### src/rtl/hack_alu_serial.sv
// Digit-serial Hack ALU: operands are preprocessed at acceptance,
// then DIGIT bits per cycle flow through a carry-chained add/AND slice.
module hack_alu_serial #(
  parameter int WIDTH = 16,
  parameter int DIGIT = 4
) (
  input  logic             clk,
  input  logic             reset_n,
  input  logic             in_valid,
  output logic             in_ready,
  input  logic [WIDTH-1:0] x,
  input  logic [WIDTH-1:0] y,
  input  logic             zx,
  input  logic             nx,
  input  logic             zy,
  input  logic             ny,
  input  logic             f,
  input  logic             no,
  output logic             out_valid,
  input  logic             out_ready,
  output logic [WIDTH-1:0] out,
  output logic             zr,
  output logic             ng,
  output logic             busy
);

  localparam int NSTEP = WIDTH / DIGIT;
  localparam int CW    = $clog2(NSTEP + 1);

  typedef enum logic [1:0] {IDLE, RUN, DONE} state_t;

  state_t            state, state_nx;
  logic [CW-1:0]     cnt;
  logic              carry;
  logic [WIDTH-1:0]  xs, ys, acc;
  logic              f_q, no_q;

  logic [WIDTH-1:0]  x_z, y_z, xp, yp;
  logic [DIGIT-1:0]  xd, yd, dig;
  logic [DIGIT:0]    sum;
  logic [WIDTH-1:0]  acc_nx;
  logic              last, accept;

  always_comb begin
    x_z = zx ? '0 : x;
    xp  = nx ? ~x_z : x_z;
    y_z = zy ? '0 : y;
    yp  = ny ? ~y_z : y_z;
  end

  always_comb begin
    xd  = xs[DIGIT-1:0];
    yd  = ys[DIGIT-1:0];
    sum = {1'b0, xd} + {1'b0, yd}
        + {{DIGIT{1'b0}}, carry};
    dig = f_q ? sum[DIGIT-1:0] : (xd & yd);
    if (no_q) dig = ~dig;
    // new digit enters at the MSB end
    acc_nx = (acc >> DIGIT)
           | (WIDTH'(dig) << (WIDTH - DIGIT));
  end

  assign last      = (cnt == CW'(NSTEP - 1));
  assign in_ready  = (state == IDLE);
  assign out_valid = (state == DONE);
  assign busy      = (state != IDLE);
  assign accept    = in_valid && in_ready;

  always_comb begin
    state_nx = state;
    unique case (state)
      IDLE:    if (accept)    state_nx = RUN;
      RUN:     if (last)      state_nx = DONE;
      DONE:    if (out_ready) state_nx = IDLE;
      default:                state_nx = IDLE;
    endcase
  end

  always_ff @(posedge clk or negedge reset_n) begin
    if (!reset_n) begin
      state <= IDLE;
      cnt   <= '0;
      carry <= 1'b0;
      xs    <= '0;
      ys    <= '0;
      acc   <= '0;
      f_q   <= 1'b0;
      no_q  <= 1'b0;
      out   <= '0;
      zr    <= 1'b0;
      ng    <= 1'b0;
    end else begin
      state <= state_nx;
      if (accept) begin
        xs    <= xp;
        ys    <= yp;
        f_q   <= f;
        no_q  <= no;
        carry <= 1'b0;
        cnt   <= '0;
      end else if (state == RUN) begin
        xs    <= xs >> DIGIT;
        ys    <= ys >> DIGIT;
        acc   <= acc_nx;
        carry <= sum[DIGIT];
        cnt   <= cnt + CW'(1);
        if (last) begin
          out <= acc_nx;
          zr  <= (acc_nx == '0);
          ng  <= acc_nx[WIDTH-1];
        end
      end
    end
  end

endmodule

### config.mk
export PLATFORM = sky130hd
export DESIGN_NAME = hack_alu_serial
export DESIGN_NICKNAME = d
export VERILOG_FILES = /design/src/rtl/hack_alu_serial.sv
export SDC_FILE = /design/constraint.sdc
export NUM_CORES = 1
export LEC_CHECK = 0
export CAP_MARGIN = 20
export CORE_MARGIN = 4
export CORE_UTILIZATION = 36
export DETAILED_ROUTE_END_ITERATION = 7
export HOLD_SLACK_MARGIN = 0.1
export PLACE_DENSITY = 0.65
export REMOVE_ABC_BUFFERS = 1
export SYNTH_ARGS = -nofsm -noshare
export SYNTH_HDL_FRONTEND = slang
export SYNTH_SLANG_ARGS = --single-unit
### constraint.sdc
create_clock -name clk -period 2.59 [get_ports clk]
set_input_delay 0.6475 -clock clk [delete_from_list [all_inputs] [get_ports clk]]
set_output_delay 0.6475 -clock clk [all_outputs]
set_load 0.1 [all_outputs]
### After elaboration in Yosys (flattened, before gate mapping)

Cells that the tools add are included.
W data, S select, Z words.

* add/sub/neg operators: 3
* $mul: 0
* divide/modulo/power cells: 0
* $lt $le $gt $ge: 0
* equality and inequality tests: 6
* shifts and indexed selects: 0
* muxes and demuxes: 18
* bitwise gates (word level): 6
* reductions and logical operators: 8

Operator list (number)
* $mux W16: 8
* $not A16 Y16: 2
* $logic_not A16 Y1: 1
* $or A12 B16 Y16: 1
* $mux W4: 2
* $mux W2: 3
* $mux W3: 2
* $pmux W2 S3: 1
* $reduce_and A3 Y1: 2
* $add A4 B4 Y5: 1
* $add A5 B1 Y5: 1
* $and A4 B4 Y4: 1
* $ne A2 B1 Y1 const B: 2
* $not A4 Y4: 1
* $reduce_bool A2 Y1: 2
* $add A3 B1 Y3 const B: 1
* $eq A3 B2 Y1 const B: 1
* $eq A2 B1 Y1 const B: 1
* $eq A2 B2 Y1 const B: 1
* $logic_not A2 Y1: 1
* $mux W1: 2
* $ne A2 B2 Y1 const B: 1
* $reduce_and A2 Y1: 1
* $logic_and A1 B1 Y1: 1
* $not A1 Y1: 1

* register bits after elaboration: 74
* bits in latches: 0
* RAM bits: 0
* memory bits (read-only): 0
* input port bits: 42
* output and inout port bits: 21
* logic and storage cells: 52
* memories: 0

### Longest topological paths before layout

Gate-level depths: netlist (run 1).

* depth after elaboration: 7
* mapped depth: 6
* gate-level depth less buffers: 6

### Least setup slack after synthesis (run 1)

Ideal clock, no wire load.

* path type: reg-to-output
* from: register state[1]
* to: output busy
* arrival: 2.688 ns
* data required time: 1.942 ns
* path slack: -0.746 ns
* cell stages (with the launch flop): 3
* path buffers: 0
* cell sequence: dfrtp_1 > nor2_1 > inv_1

* cells in the longest elaborated chain, start to end: 1

Ends and longest elaborated chain
* from (decl): line 32 `state_t state, state_nx;`
* from (signal assigned): line 93 `state <= state_nx;`
* $reduce_bool A2 Y1: line 66 `assign busy = (state != IDLE);`
* to (decl): line 24 `output logic busy`

No other way between the ends.

### Final worst setup path (run 1)

* from: register xs[0]
* to: register zr

* cells in the longest elaborated chain, start to end: 7
* elaborated cells on any way between the ends: 8
* those cells by class: add/sub (2); mux (2); bitwise (3); reduce/logical (1)

Ends and longest elaborated chain
* from (decl): line 35 `logic [WIDTH-1:0] xs, ys, acc;`
* from (signal assigned): line 95 `xs <= xp;`
* from (signal assigned): line 102 `xs <= xs >> DIGIT;`
* $add A4 B4 Y5: line 54 `sum = {1'b0, xd} + {1'b0, yd}`
* $add A5 B1 Y5: line 55 `+ {{DIGIT{1'b0}}, carry};`
* $mux W4 (*): line 56 `dig = f_q ? sum[DIGIT-1:0] : (xd & yd);`
* $not A4 Y4: line 57 `if (no_q) dig = ~dig;`
* $mux W4 (*): line 57
* $or A12 B16 Y16 (*): line 60 `| (WIDTH'(dig) << (WIDTH - DIGIT));`
* $logic_not A16 Y1 (*): line 109 `zr <= (acc_nx == '0);`
* to (signal assigned): line 109
* to (decl): line 22 `output logic zr,`

Every way passes the cells marked *; elsewhere a longest branch is shown, timed or not.
A chain may end at the register's enable or synchronous reset.

==> reports/qor.yml, run 1 <==
route:
  first_pass_iters: 4
  routed_wl_um: 7030
  avgRoutedWirePerCell_um: 12.4
  drcViolationCount: 0
  drtAntennaViolNets: 0
  drtIter0Drc: 105
  via_per_inst: 4.72
  num_vias: 2683
worst_setup_path:
  path_class: "reg -> reg"
  cp_max_fo: 3
  rr_startpoint: "xs[0]"
  arrival_ps: 2380
  critPathLaunchType: "flip-flop"
  required_ps: 2820
  endpoint_kind: "flip-flop"
  critical_path.startpoint: "xs[0]"
final_layout:
  syn2layout_area_growth_pct: 26.0
  antenna_cells: 0
  final_common_cell: "nand2_1"
  final_area_um2: 4500
  fill_cells: 976
  final_nets: 481
  final_cell_mix: "nand2_1 (77), dfrtp_1 (69), clkdlybuf4s50_1 (40)"
  layout-drive-gt1-share_pct: 14.4
global_route:
  grt_pass1_vias: 2703
  antenna_found_initial: 0
  grt.total_usage_pct: 13.0
  grt_max_degree: 70
  grt_pass1_wl_um: 12200
  grt_overflow: 0
sta:
  rsz0062_at_grt: "false"
  worst_pin_slew_ps: 509
  slew_headroom_pct: 66.1
  period_share_pct: 82.8
  fin_skew_ps: 6.89
  max_clock_freq_mhz: 466
  slew_violations: 0
  hold_viol_final: 0
  fin_crit_ps: 2150
  hold_ws_ps: 306
  fin_setup_tns_ps: 0
  setup-violations-final: 0
floorplanning:
  initial_core_util_pct: 36.7
  core_um2: 9730
  io-pin-count: 63
  row_count: 36
  die_w_um: 108
  die_y_um: 108
  die-area_um2: 11600
clock_tree:
  cts_setup_buffers: 0
  cts_buffers: 9
  cts_hold_buffers: 0
  clkLatencyLatePin_ps: 340
  cts.repair.resized: 0
  htree_levels: 3
  cts.path.max_buffers: 2
  root_buffer: "clkbuf_8"
  clkTransAtPathRegs_ps: 70
  cts_sinks: 69
  cts_tree: "yes"
synthesis:
  synth_compound_area_share_pct: 10.2
  synth_top_area_share_pct: 48.4
  syn-mean-instance-area_um2: 9.44
  synth_largest_area_cell: "dfrtp_1"
  syn-cell-area_um2: 3570
  yosysWarningCount: 0
  synth.area.top_cells: "dfrtp_1 (48%), xnor2_1 (8.3%), nand2_1 (8.2%)"
  ys_seq_elements: 69
  syn_inst: 378
  yosys.area_share.simple_pct: 20.1
  synth_fa_ha_area_share_pct: 3.23
  ys_seq_area_share_pct: 48.4
  synthMuxAreaShare_pct: 4.70
  synth_top_family_by_area: "simple AND/OR/NAND/NOR gates"
  ys_types: 32
  synthXorXnorAreaFrac_pct: 9.08
placement:
  dp_hpwl_um: 4860
  port_buffers: 62
  place.gp.congestion: 0.750
  placed_cell_area_um2: 4260
min_path:
  hold_path.class: "in -> async"
pwr:
  p_leak_nw: 1.97
  vdd_drop_max_mv: 0.771
  power_switching_mw: 2.93
  p_per_area_nw_per_um2: 1380
  pwr-share-seq_pct: 31.6
  clockPowerShare_pct: 16.8
  intPower_mw: 3.27
  combPwrFrac_pct: 51.6
  switching_share_pct: 47.2
flow_run:
  drv_cap: 0
status:
  status: "finished clean"
==> area by class of cell <==
class | count | area, µm² | share of cell area (%)
Clock buffer | 9 | 124 | 2.76
Clock inverter | 7 | 114 | 2.53
Inverter | 4 | 15.0 | 0.334
Multi-Input combinational cell | 277 | 1690 | 37.6
Sequential cell | 69 | 1730 | 38.4
Tap cell | 133 | 166 | 3.70
Timing Repair Buffer | 70 | 661 | 14.7
==> sequential cells by signal, summed over array words and instances, names as in the netlist <==
signal,flops
out,16
xs,16
ys,16
acc,12
cnt,3
state,2
carry,1
f_q,1
no_q,1
zr,1
==> cell usage after synthesis (all sizes together) <==
library cell  instances
nand3                11
a22oi                 4
mux2                 14
or2b                  1
xor2                  3
a32oi                 1
a32o                  1
inv                   4
ha                    6
and4b                 1
nand2b               21
nor2b                14
a21o                  2
nor3                  2
clkbuf               11
buf                  17
mux2i                 1
nor4                  3
dfrtp                69
xnor2                34
nor2                 23
nand4b                1
o22ai                 1
nand2                79
o21ai                25
a31oi                20
a21oi                 4
a211oi                3
fa                    2
==> final timing paths <==
check	endpoint	slack, ps	depth (start not counted)
max in group asynchronous	xs[6]	1980	2
setup / recovery	zr	440	6
setup reg to reg	zr	440	6
min in group clk	ys[15]	500	2
hold / removal	state[1]	310	2
hold reg to reg	ys[15]	500	2
==> worst max-delay path, cell delays in order (launching register included) <==
cell	delay, ps
dfrtp_1	420
fa_1	450
fa_1	550
nor2_1	60
a211oi_1	220
a211oi_1	70
a32o_1	270
==> logic make-up (layout without fill, tap and decap cells) <==
kind of cell               after synthesis  after routing
AOI/OAI and AO/OA                       61             61
xor gates and xnor gates                37             37
adders and majority gates                8              8
buffers and inverters                   32             90
DFF                                     69             69
muxes                                   15             15
and+or+nand+nor                        156            156
==> metrics by stage <==
stage,setup slack [ps],total power [mW],instances,util (%)
after floorplan,-1180,4.35,350,-
after global placement,490,5.10,553,43.8
after detailed placement,444,5.20,553,43.8
after CTS,430,6.26,569,46.2
after global routing,349,6.67,569,46.2
final,445,6.20,569,46.2
==> power groups by stage <==
stage	Combinational [mW]	Sequential [mW]	Clock, mW
final	3.20	1.96	1.04
after CTS	3.23	1.97	1.06
after detailed placement	3.22	1.98	0
after floorplan	1.63	2.72	0
after global placement	3.15	1.95	0
after global routing	3.52	2.03	1.12
==> metal layers <==
layer	vias to the layer above	share of wire, %	global-route usage [%]	wire (µm)
li1	1360	-	-	-
met1	1253	45	16.0	3140
met2	61	48	22.2	3390
met3	9	6.1	4.02	430
met4	0	1.1	3.52	74
met5	-	0	0	0
(Power assumes the default switching activity.)
==> inputs of run 2 (changes only) <==
Settings changed: PLACE_DENSITY 0.65 to 0.67.
Clock period 2.59 ns to 1.8 ns, I/O delays scaled along.
==> reports/qor.yml, run 2 (same netlist as run 1, synthesis figures left out) <==
status:
  status: "finished with violations"
  violations: "negative setup slack"
sta:
  post-route-worst-setup-slack_ps: -285
  max_clock_freq_mhz: 480
  hold_viol_final: 0
  fin_skew_ps: 8.62
  setup-violations-final: 7
  period_share_pct: 116
  rsz0062_at_grt: "true"
  worst_pin_slew_ps: 524
  slew_violations: 0
  slew_headroom_pct: 65.0
  fin_crit_ps: 2090
floorplanning:
  io-pin-count: 63
  initial_core_util_pct: 36.7
  die_w_um: 108
  die-area_um2: 11600
  row_count: 36
  die_y_um: 108
  core_um2: 9730
flow_run:
  drv_cap: 0
route:
  via_per_inst: 4.74
  drcViolationCount: 0
  num_vias: 2726
  drtAntennaViolNets: 0
  routed_wl_um: 7380
  avgRoutedWirePerCell_um: 12.8
  first_pass_iters: 4
  drtIter0Drc: 116
pwr:
  p_per_area_nw_per_um2: 2050
  clockPowerShare_pct: 15.1
  power_switching_mw: 4.58
  combPwrFrac_pct: 55.7
  totalPowerFinal_mw: 10.1
  p_leak_nw: 2.09
  vdd_drop_max_mv: 1.02
  intPower_mw: 5.47
  pwr-share-seq_pct: 29.2
  switching_share_pct: 45.6
global_route:
  grt_pass1_wl_um: 12300
  grt_pass1_vias: 2579
  grt.total_usage_pct: 13.4
  grt_overflow: 0
  grt_max_degree: 70
  antenna_found_initial: 0
placement:
  dp_cells: 557
  place.gp.congestion: 0.727
  preCtsSetupSlack_ps: -408
  placed_cell_area_um2: 4590
  port_buffers: 62
  dp_hpwl_um: 4960
final_layout:
  final_nets: 487
  antenna_cells: 0
  syn2layout_area_growth_pct: 37.5
  layout-drive-gt1-share_pct: 18.1
  final_common_cell: "nand2_1"
  layout.cells.non_filler: 575
  register_area_um2: 1730
  fill_cells: 912
  multi_input_area_um2: 1750
  largestRegisters: "out: 16 flops, xs: 16 flops, ys: 16 flops"
  final_area_um2: 4900
  final_cell_mix: "nand2_1 (77), dfrtp_1 (69), clkdlybuf4s50_1 (40)"
clock_tree:
  htree_levels: 3
  root_buffer: "clkbuf_8"
  cts_hold_buffers: 0
  cts_buffers: 9
  cts_sinks: 69
  cts.path.max_buffers: 2
  clkLatencyLatePin_ps: 350
  cts_tree: "yes"
  clkTransAtPathRegs_ps: 70
worst_setup_path:
  critPathTopFamily: "adder cells"
  crit_slowest_cell: "fa_2"
  path_class: "reg -> reg"
  cp_max_fo: 2
  required_ps: 2040
  arrival_ps: 2330
  critPathLaunchType: "flip-flop"
  critPathMaxStageDelay_ps: 560
  endpoint_kind: "flip-flop"
  critical_path_buf_inv_count: 0
  cp_cell_sequence: "fa_2 -> fa_2 -> nor2_1 -> a211oi_2 -> a211oi_2 -> a32o_1"
min_path:
  hold_path.class: "in -> async"
==> run 2: changes by cell type in the layout (fill, tap and decap cells not counted), sizes merged <==
cell,delta
clkbuf,+1
clkinvlp,+1
buf,+6
clkinv,-2
==> run 2: layout make-up <==
type | instances | share of cell area (%)
inverters | 4 | 0.306
flip-flops and latches | 69 | 35.2
clock inverters | 6 | 2.27
well taps | 133 | 3.39
multi-input cells | 277 | 35.7
repair buffers | 76 | 20.5
clock buffers | 10 | 2.60
==> run 2: per-layer routing <==
layer / GRT usage, % / vias to the layer above / share of wire, %
li1: - / 1371 / -
met1: 17.1 / 1280 / 45
met2: 21.7 / 65 / 48
met3: 4.44 / 10 / 5.5
met4: 3.97 / 0 / 1.5
met5: 0 / - / 0
==> run 2: final timing paths <==
| check | slack, ps | depth (start not counted) | end | from |
|---|---|---|---|---|
| max in group asynchronous | 1390 | 2 | cnt[2] | reset_n |
| setup reg to reg | -290 | 6 | zr | ys[0] |
| hold / removal | 100 | 2 | state[1] | reset_n |
| setup / recovery | -290 | 6 | zr | ys[0] |
| hold reg to reg | 500 | 2 | ys[14] | ys[14] |
| min in group clk | 500 | 2 | ys[14] | ys[14] |
==> run 2: stage by stage <==
| stage | TNS [ps] | hold WS [ps] | utilization, % |
|---|---|---|---|
| global placement | -929 | 480 | 47.2 |
| finish | -1220 | 103 | 50.4 |
| CTS | -998 | 124 | 50.0 |
| detailed placement | -1280 | 490 | 47.2 |
| floorplan | -75070 | 154 | - |
| global route | -1680 | 127 | 50.4 |
==> run 2: power groups by stage <==
stage | Combinational (mW) | Sequential, mW | Clock, mW
CTS | 5.44 | 2.91 | 1.55
global placement | 5.13 | 2.89 | 0
floorplan | 2.35 | 3.92 | 0
finish | 5.60 | 2.94 | 1.52
global route | 6.02 | 3.03 | 1.62
detailed placement | 5.26 | 2.93 | 0
==> run 2: what timing repair did <==
item / in CTS / in global routing
pin swaps: 7 / 1
endpoints found under the setup margin: 9 / 8
setup buffers: 2 / 0
gates resized for setup: 10 / 7
==> variant 1: new RTL, flow settings as in run 1 <==
The 3 states of `state_t` get a one-hot encoding in 3 bits.
--- a/src/rtl/hack_alu_serial.sv
+++ b/src/rtl/hack_alu_serial.sv
@@ -29,3 +29,3 @@
 
-  typedef enum logic [1:0] {IDLE, RUN, DONE} state_t;
+  typedef enum logic [2:0] {IDLE = 3'b001, RUN = 3'b010, DONE = 3'b100} state_t;
 
Behaviour: same outputs for any inputs over 10 cycles, from zero or initial values and one cycle with reset_n low; not proved beyond that.
==> variant 1 against run 1 <==
  * Synthesized area grew 5.1%
  * Cell area up 1.4%
  * Setup slack got worse by 82 ps
  * First-iteration DRC count up 6.7%
  * Worst hold slack better by 18 ps
  * Wire length rose by 2.0%
  * Sequential cell count rose by 1
  * Power decreased by 11%
==> variant 1: results (changes against run 1) <==
| Metric | Value |
|---|---|
| Wl on met1 | 3220 um (+2.6%) |
| Met3 Use GR | 0.0402 (about the same) |
| DP HPWL | 5000 um (+2.7%) |
| Final Critical Period | 2230 ps (+81.8 ps) |
| Worst hold path type | input port to async pin |
| Drt pass-1 iters | 4 (unchanged) |
| Worst reg2reg path depth | 7 (+1) |
| Global Route met1 Usage | 0.153 (-0.00685) |
| Worst-margin pin slew | 902 ps (+393 ps) |
| Register area share after synthesis | 0.468 (-0.0163) |
| Post-placement cell area | 0.00440 mm2 (+3.4%) |
| Crit-path slowest cell | fa_1 |
| Met2 usage | 0.224 (+0.00242) |
| Start point of the critical path | xs[0]$_DFFE_PN0P_ |
| Crit Path Class | register to register |
| Pre-CTS setup slack | 368 ps (-75.4 ps) |
| Placed Cells | 570 (+3.1%) |
| GRT Util Overall | 0.129 (-0.00128) |
| WL met2 | 3500 um (+3.1%) |
| Clock skew | 5.67 ps (-1.22 ps) |
| Top FF cell, synth | dfrtp_1 |
| GP Congestion | 0.766 (+2.1%) |
| Detailed router's first-iteration violation count | 112 (+6.7%) |
| Run status | finished clean |
| Wire length on met3 | 377 um (-12%) |
| Peak supply drop | 696 uV (-9.7%) |
| # port buffers | 62 (unchanged) |
| Post-route worst hold slack | 324 ps (+17.7 ps) |
| Finished Layout Cells | 585 (+2.8%) |
| Highest metal used | met4 |
| Final nets | 498 (+3.5%) |
| Mapped Avg Cell Area | 9.46 um2 (+0.28%) |
| Vias in the first global route | 2705 (+0.074%) |
| EDFF count, synth | 0 (unchanged) |
| Via/cell ratio | 4.75 (+0.64%) |
| CP arrival | 2460 ps (+80 ps) |
| Total CTS buffers | 9 (unchanged) |
| Synth top cells by count | nand2_1, dfrtp_1, xnor2_1 |
| Root Driver | clkbuf_8 |
| Pin count of the biggest net entering global routing | 71 (+1.4%) |
| Layout cells sized above 1 | 0.142 (-0.00290) |
| Reg2reg setup slack | 360 ps (-80 ps) |
| Routed WL per cell | 12.3 um (-0.77%) |
| Area contributors post-synth | dfrtp_1, nand2_1, xnor2_1, nand2b_1, a31oi_1 |
| Clk pin slew, worst setup/hold paths | 70 ps (about the same) |
| First-pass GRT wire length | 12200 um (-0.23%) |
| Crit path max-delay family | adder cells |
| LEAKAGE | 2.06 nW (+5.0%) |
| Synth warnings | 0 (unchanged) |
| Distinct cells, synth | 40 (+25%) |
==> variant 1: changes by cell type after synthesis, sizes merged, moves of 2 or more <==
cell	change
o21ai	-3
a31oi	+4
clkbuf	-2
nand3	+2
buf	+2
a22oi	-4
nand2b	+4
nor2b	-5
nor2	+8
nand2	+9
==> variant 1: how the worst min path moves through the flow <==
stage               cells past startpoint                   end
floorplan                               0   acc[10]$_DFFE_PN0P_
global placement                        2   out[12]$_DFFE_PN0P_
detailed placement                      2    cnt[2]$_DFFE_PN0P_
CTS                                     2     xs[8]$_DFFE_PN0P_
global route                            2    out[5]$_DFFE_PN0P_
finish                                  2  state[2]$_DFFE_PN0P_
==> variant 1: cells by family (layout without fill, tap and decap cells) <==
| group | after synthesis | in the layout | share of synthesized area |
|---|---|---|---|
| and+or+nand+nor | 176 | 176 | 0.219 |
| DFF | 70 | 70 | 0.468 |
| AOI/OAI and AO/OA | 59 | 59 | 0.0945 |
| xor gates and xnor gates | 37 | 37 | 0.0865 |
| buffers and inverters | 31 | 87 | 0.0471 |
| muxes | 15 | 15 | 0.0548 |
| adders and majority gates | 8 | 8 | 0.0307 |
==> variant 1: worst register-to-register path, delay by kind of cell (launching register included) <==
family                   cells  cell delay, ps
AO/OA/AOI/OAI                3             460
adder cells (fa/ha/maj)      2             980
flip-flops                   1             420
AND/OR/NAND/NOR              2             250
==> variant 1: report_power, final <==
group | switching, mW | total, mW | internal [mW]
clock | 0.393 | 0.728 | 0.335
combinational | 1.83 | 2.83 | 1.00
sequential | 0.374 | 1.94 | 1.57
total | 2.60 | 5.50 | 2.90
==> variant 1: cell type report <==
class                      instances  area (um2)
fill                             991        5400
multi-input combinational        295        1820
sequential                        70        1750
timing repair buffer              69         653
tap                              133         166
clock buffer                      10         128
clock inverter                     5        27.5
inverter                           3        11.3
==> variant 2: new RTL, config.mk and constraints of run 1 <==
Made on the original files. The parameter `DIGIT` goes from 4 to 16.
--- a/src/rtl/hack_alu_serial.sv
+++ b/src/rtl/hack_alu_serial.sv
@@ -4,3 +4,3 @@
   parameter int WIDTH = 16,
-  parameter int DIGIT = 4
+  parameter int DIGIT = 16
 ) (
Behaviour: not the same (a bounded check fails within 4 cycles, from zero or initial values and one cycle with reset_n low).
==> variant 2 against run 1 <==
  * The run now ends with setup timing left
  * Wire length is 19% higher
  * First-iteration DRC count down 8.6%
  * Cell area grew 14%
  * Setup slack worse by 910 ps
  * Power increased by 17%
  * Combinational power increased by 60%
  * Via count grew 18%
  * Sequential cell count shrank 14
  * Synthesized cell count increased by 10%
  * Count of clock-buffer cells in the layout is 3 lower
  * Clock skew grew 3.5 ps
  * Clock power shrank 42%
  * Synthesized area up 4.5%
  * Critical path type unchanged
==> variant 2: results (changes against run 1) <==
| Metric | Value |
|---|---|
| Run status | finished with violations |
| Failing checks | setup timing |
| Worst-margin pin slew | 629 ps (+121 ps) |
| Peak supply drop | 900 uV (+17%) |
| Via/cell ratio | 4.80 (+1.8%) |
| Clk pin slew, worst setup/hold paths | 100 ps (+30 ps) |
| Global Route met1 Usage | 0.192 (+0.0320) |
| Post-Route WL | 8390 um (+19%) |
| Post-route worst hold slack | 337 ps (+30.3 ps) |
| Clock Latency Late Sink | 320 ps (-20 ps) |
| First-pass GRT wire length | 14200 um (+16%) |
| Setup Total Neg Slack | -1730 ps (-1730 ps) |
| Post-CTS setup repair buffer count | 6 (+6) |
| Final nets | 583 (+21%) |
| Met2 usage | 0.250 (+0.0286) |
| Antenna violations before repair | 0 (unchanged) |
| Finished Layout Cells | 657 (+15%) |
| Compound-gate portion of the synthesized area | 0.161 (+0.0588) |
| Placed Cells | 639 (+16%) |
| GRT Util Overall | 0.146 (+0.0156) |
| Synth Area in Adders | 0.0645 (+0.0322) |
| Start point of the critical path | yd[0]$_DFFE_PN0P_ |
| # resized after CTS | 22 (+22) |
| CP arrival | 3290 ps (+910 ps) |
| Total CTS buffers | 5 (-4) |
| Detailed router's first-iteration violation count | 96 (-8.6%) |
| LEAKAGE | 2.26 nW (+15%) |
| H-tree levels | 2 (-1) |
| Post-Syn Instances | 417 (+10%) |
| Worst reg2reg path depth | 13 (+7) |
| Area contributors post-synth | dfrtp_1, xnor2_1, o21ai_0, nand2_1, nor2b_1 |
| DP HPWL | 6360 um (+31%) |
| Vias in the first global route | 3102 (+15%) |
| GP Congestion | 0.913 (+22%) |
| Pin count of the biggest net entering global routing | 35 (-50%) |
| Pre-CTS setup slack | -657 ps (-1100 ps) |
| Register area share after synthesis | 0.369 (-0.115) |
| Synth warnings | 0 (unchanged) |
| Distinct cells, synth | 57 (+78%) |
| Post-placement cell area | 0.00475 mm2 (+12%) |
| Max FO, Critical Path | 3 (unchanged) |
| Worst Slack Setup Final | -462 ps (-906 ps) |
| Layout cells sized above 1 | 0.248 (+0.104) |
| Mux cell area share after synthesis | 0.0510 (+0.00404) |
| Clock Tree Buf Depth | 2 (unchanged) |
| Clock skew | 10.4 ps (+3.50 ps) |
| Met3 Use GR | 0.0176 (-0.0226) |
| Synth top cells by count | nand2_1, dfrtp_1, xnor2_1 |
| Final setup fails | 8 (+8) |
| Post-synthesis xor/xnor area fraction | 0.134 (+0.0431) |
==> variant 2: per-layer routing <==
metal	wire length (um)	vias to the layer above	share of wire
met4	136	0	0.016
met1	3900	1443	0.46
met5	0	-	0
met3	308	10	0.037
li1	-	1634	-
met2	4050	66	0.48
==> variant 2: worst max-delay path, cell delays in order, from the launching register on <==
cell and delay [ps]:
dfrtp_1 390, fa_2 230, inv_2 40, fa_2 360
nor2b_4 150, o31ai_4 70, buf_4 150, a211o_1 270
a211o_1 340, a2111oi_4 340, nor3_2 110, nor3b_1 210
mux2i_1 110, o31ai_2 200
==> variant 2: cell type report <==
| cell class | instances | area [um2] |
|---|---|---|
| clock buffer | 6 | 82.6 |
| clock inverter | 2 | 38.8 |
| fill | 936 | 4760 |
| inverter | 14 | 52.6 |
| multi-input combinational | 325 | 2390 |
| sequential | 55 | 1380 |
| tap | 133 | 166 |
| timing repair buffer | 122 | 1040 |
==> variant 2: power by group <==
part,switching [mW],internal (mW)
combinational,3.00,2.11
sequential,0.306,1.25
clock,0.287,0.318
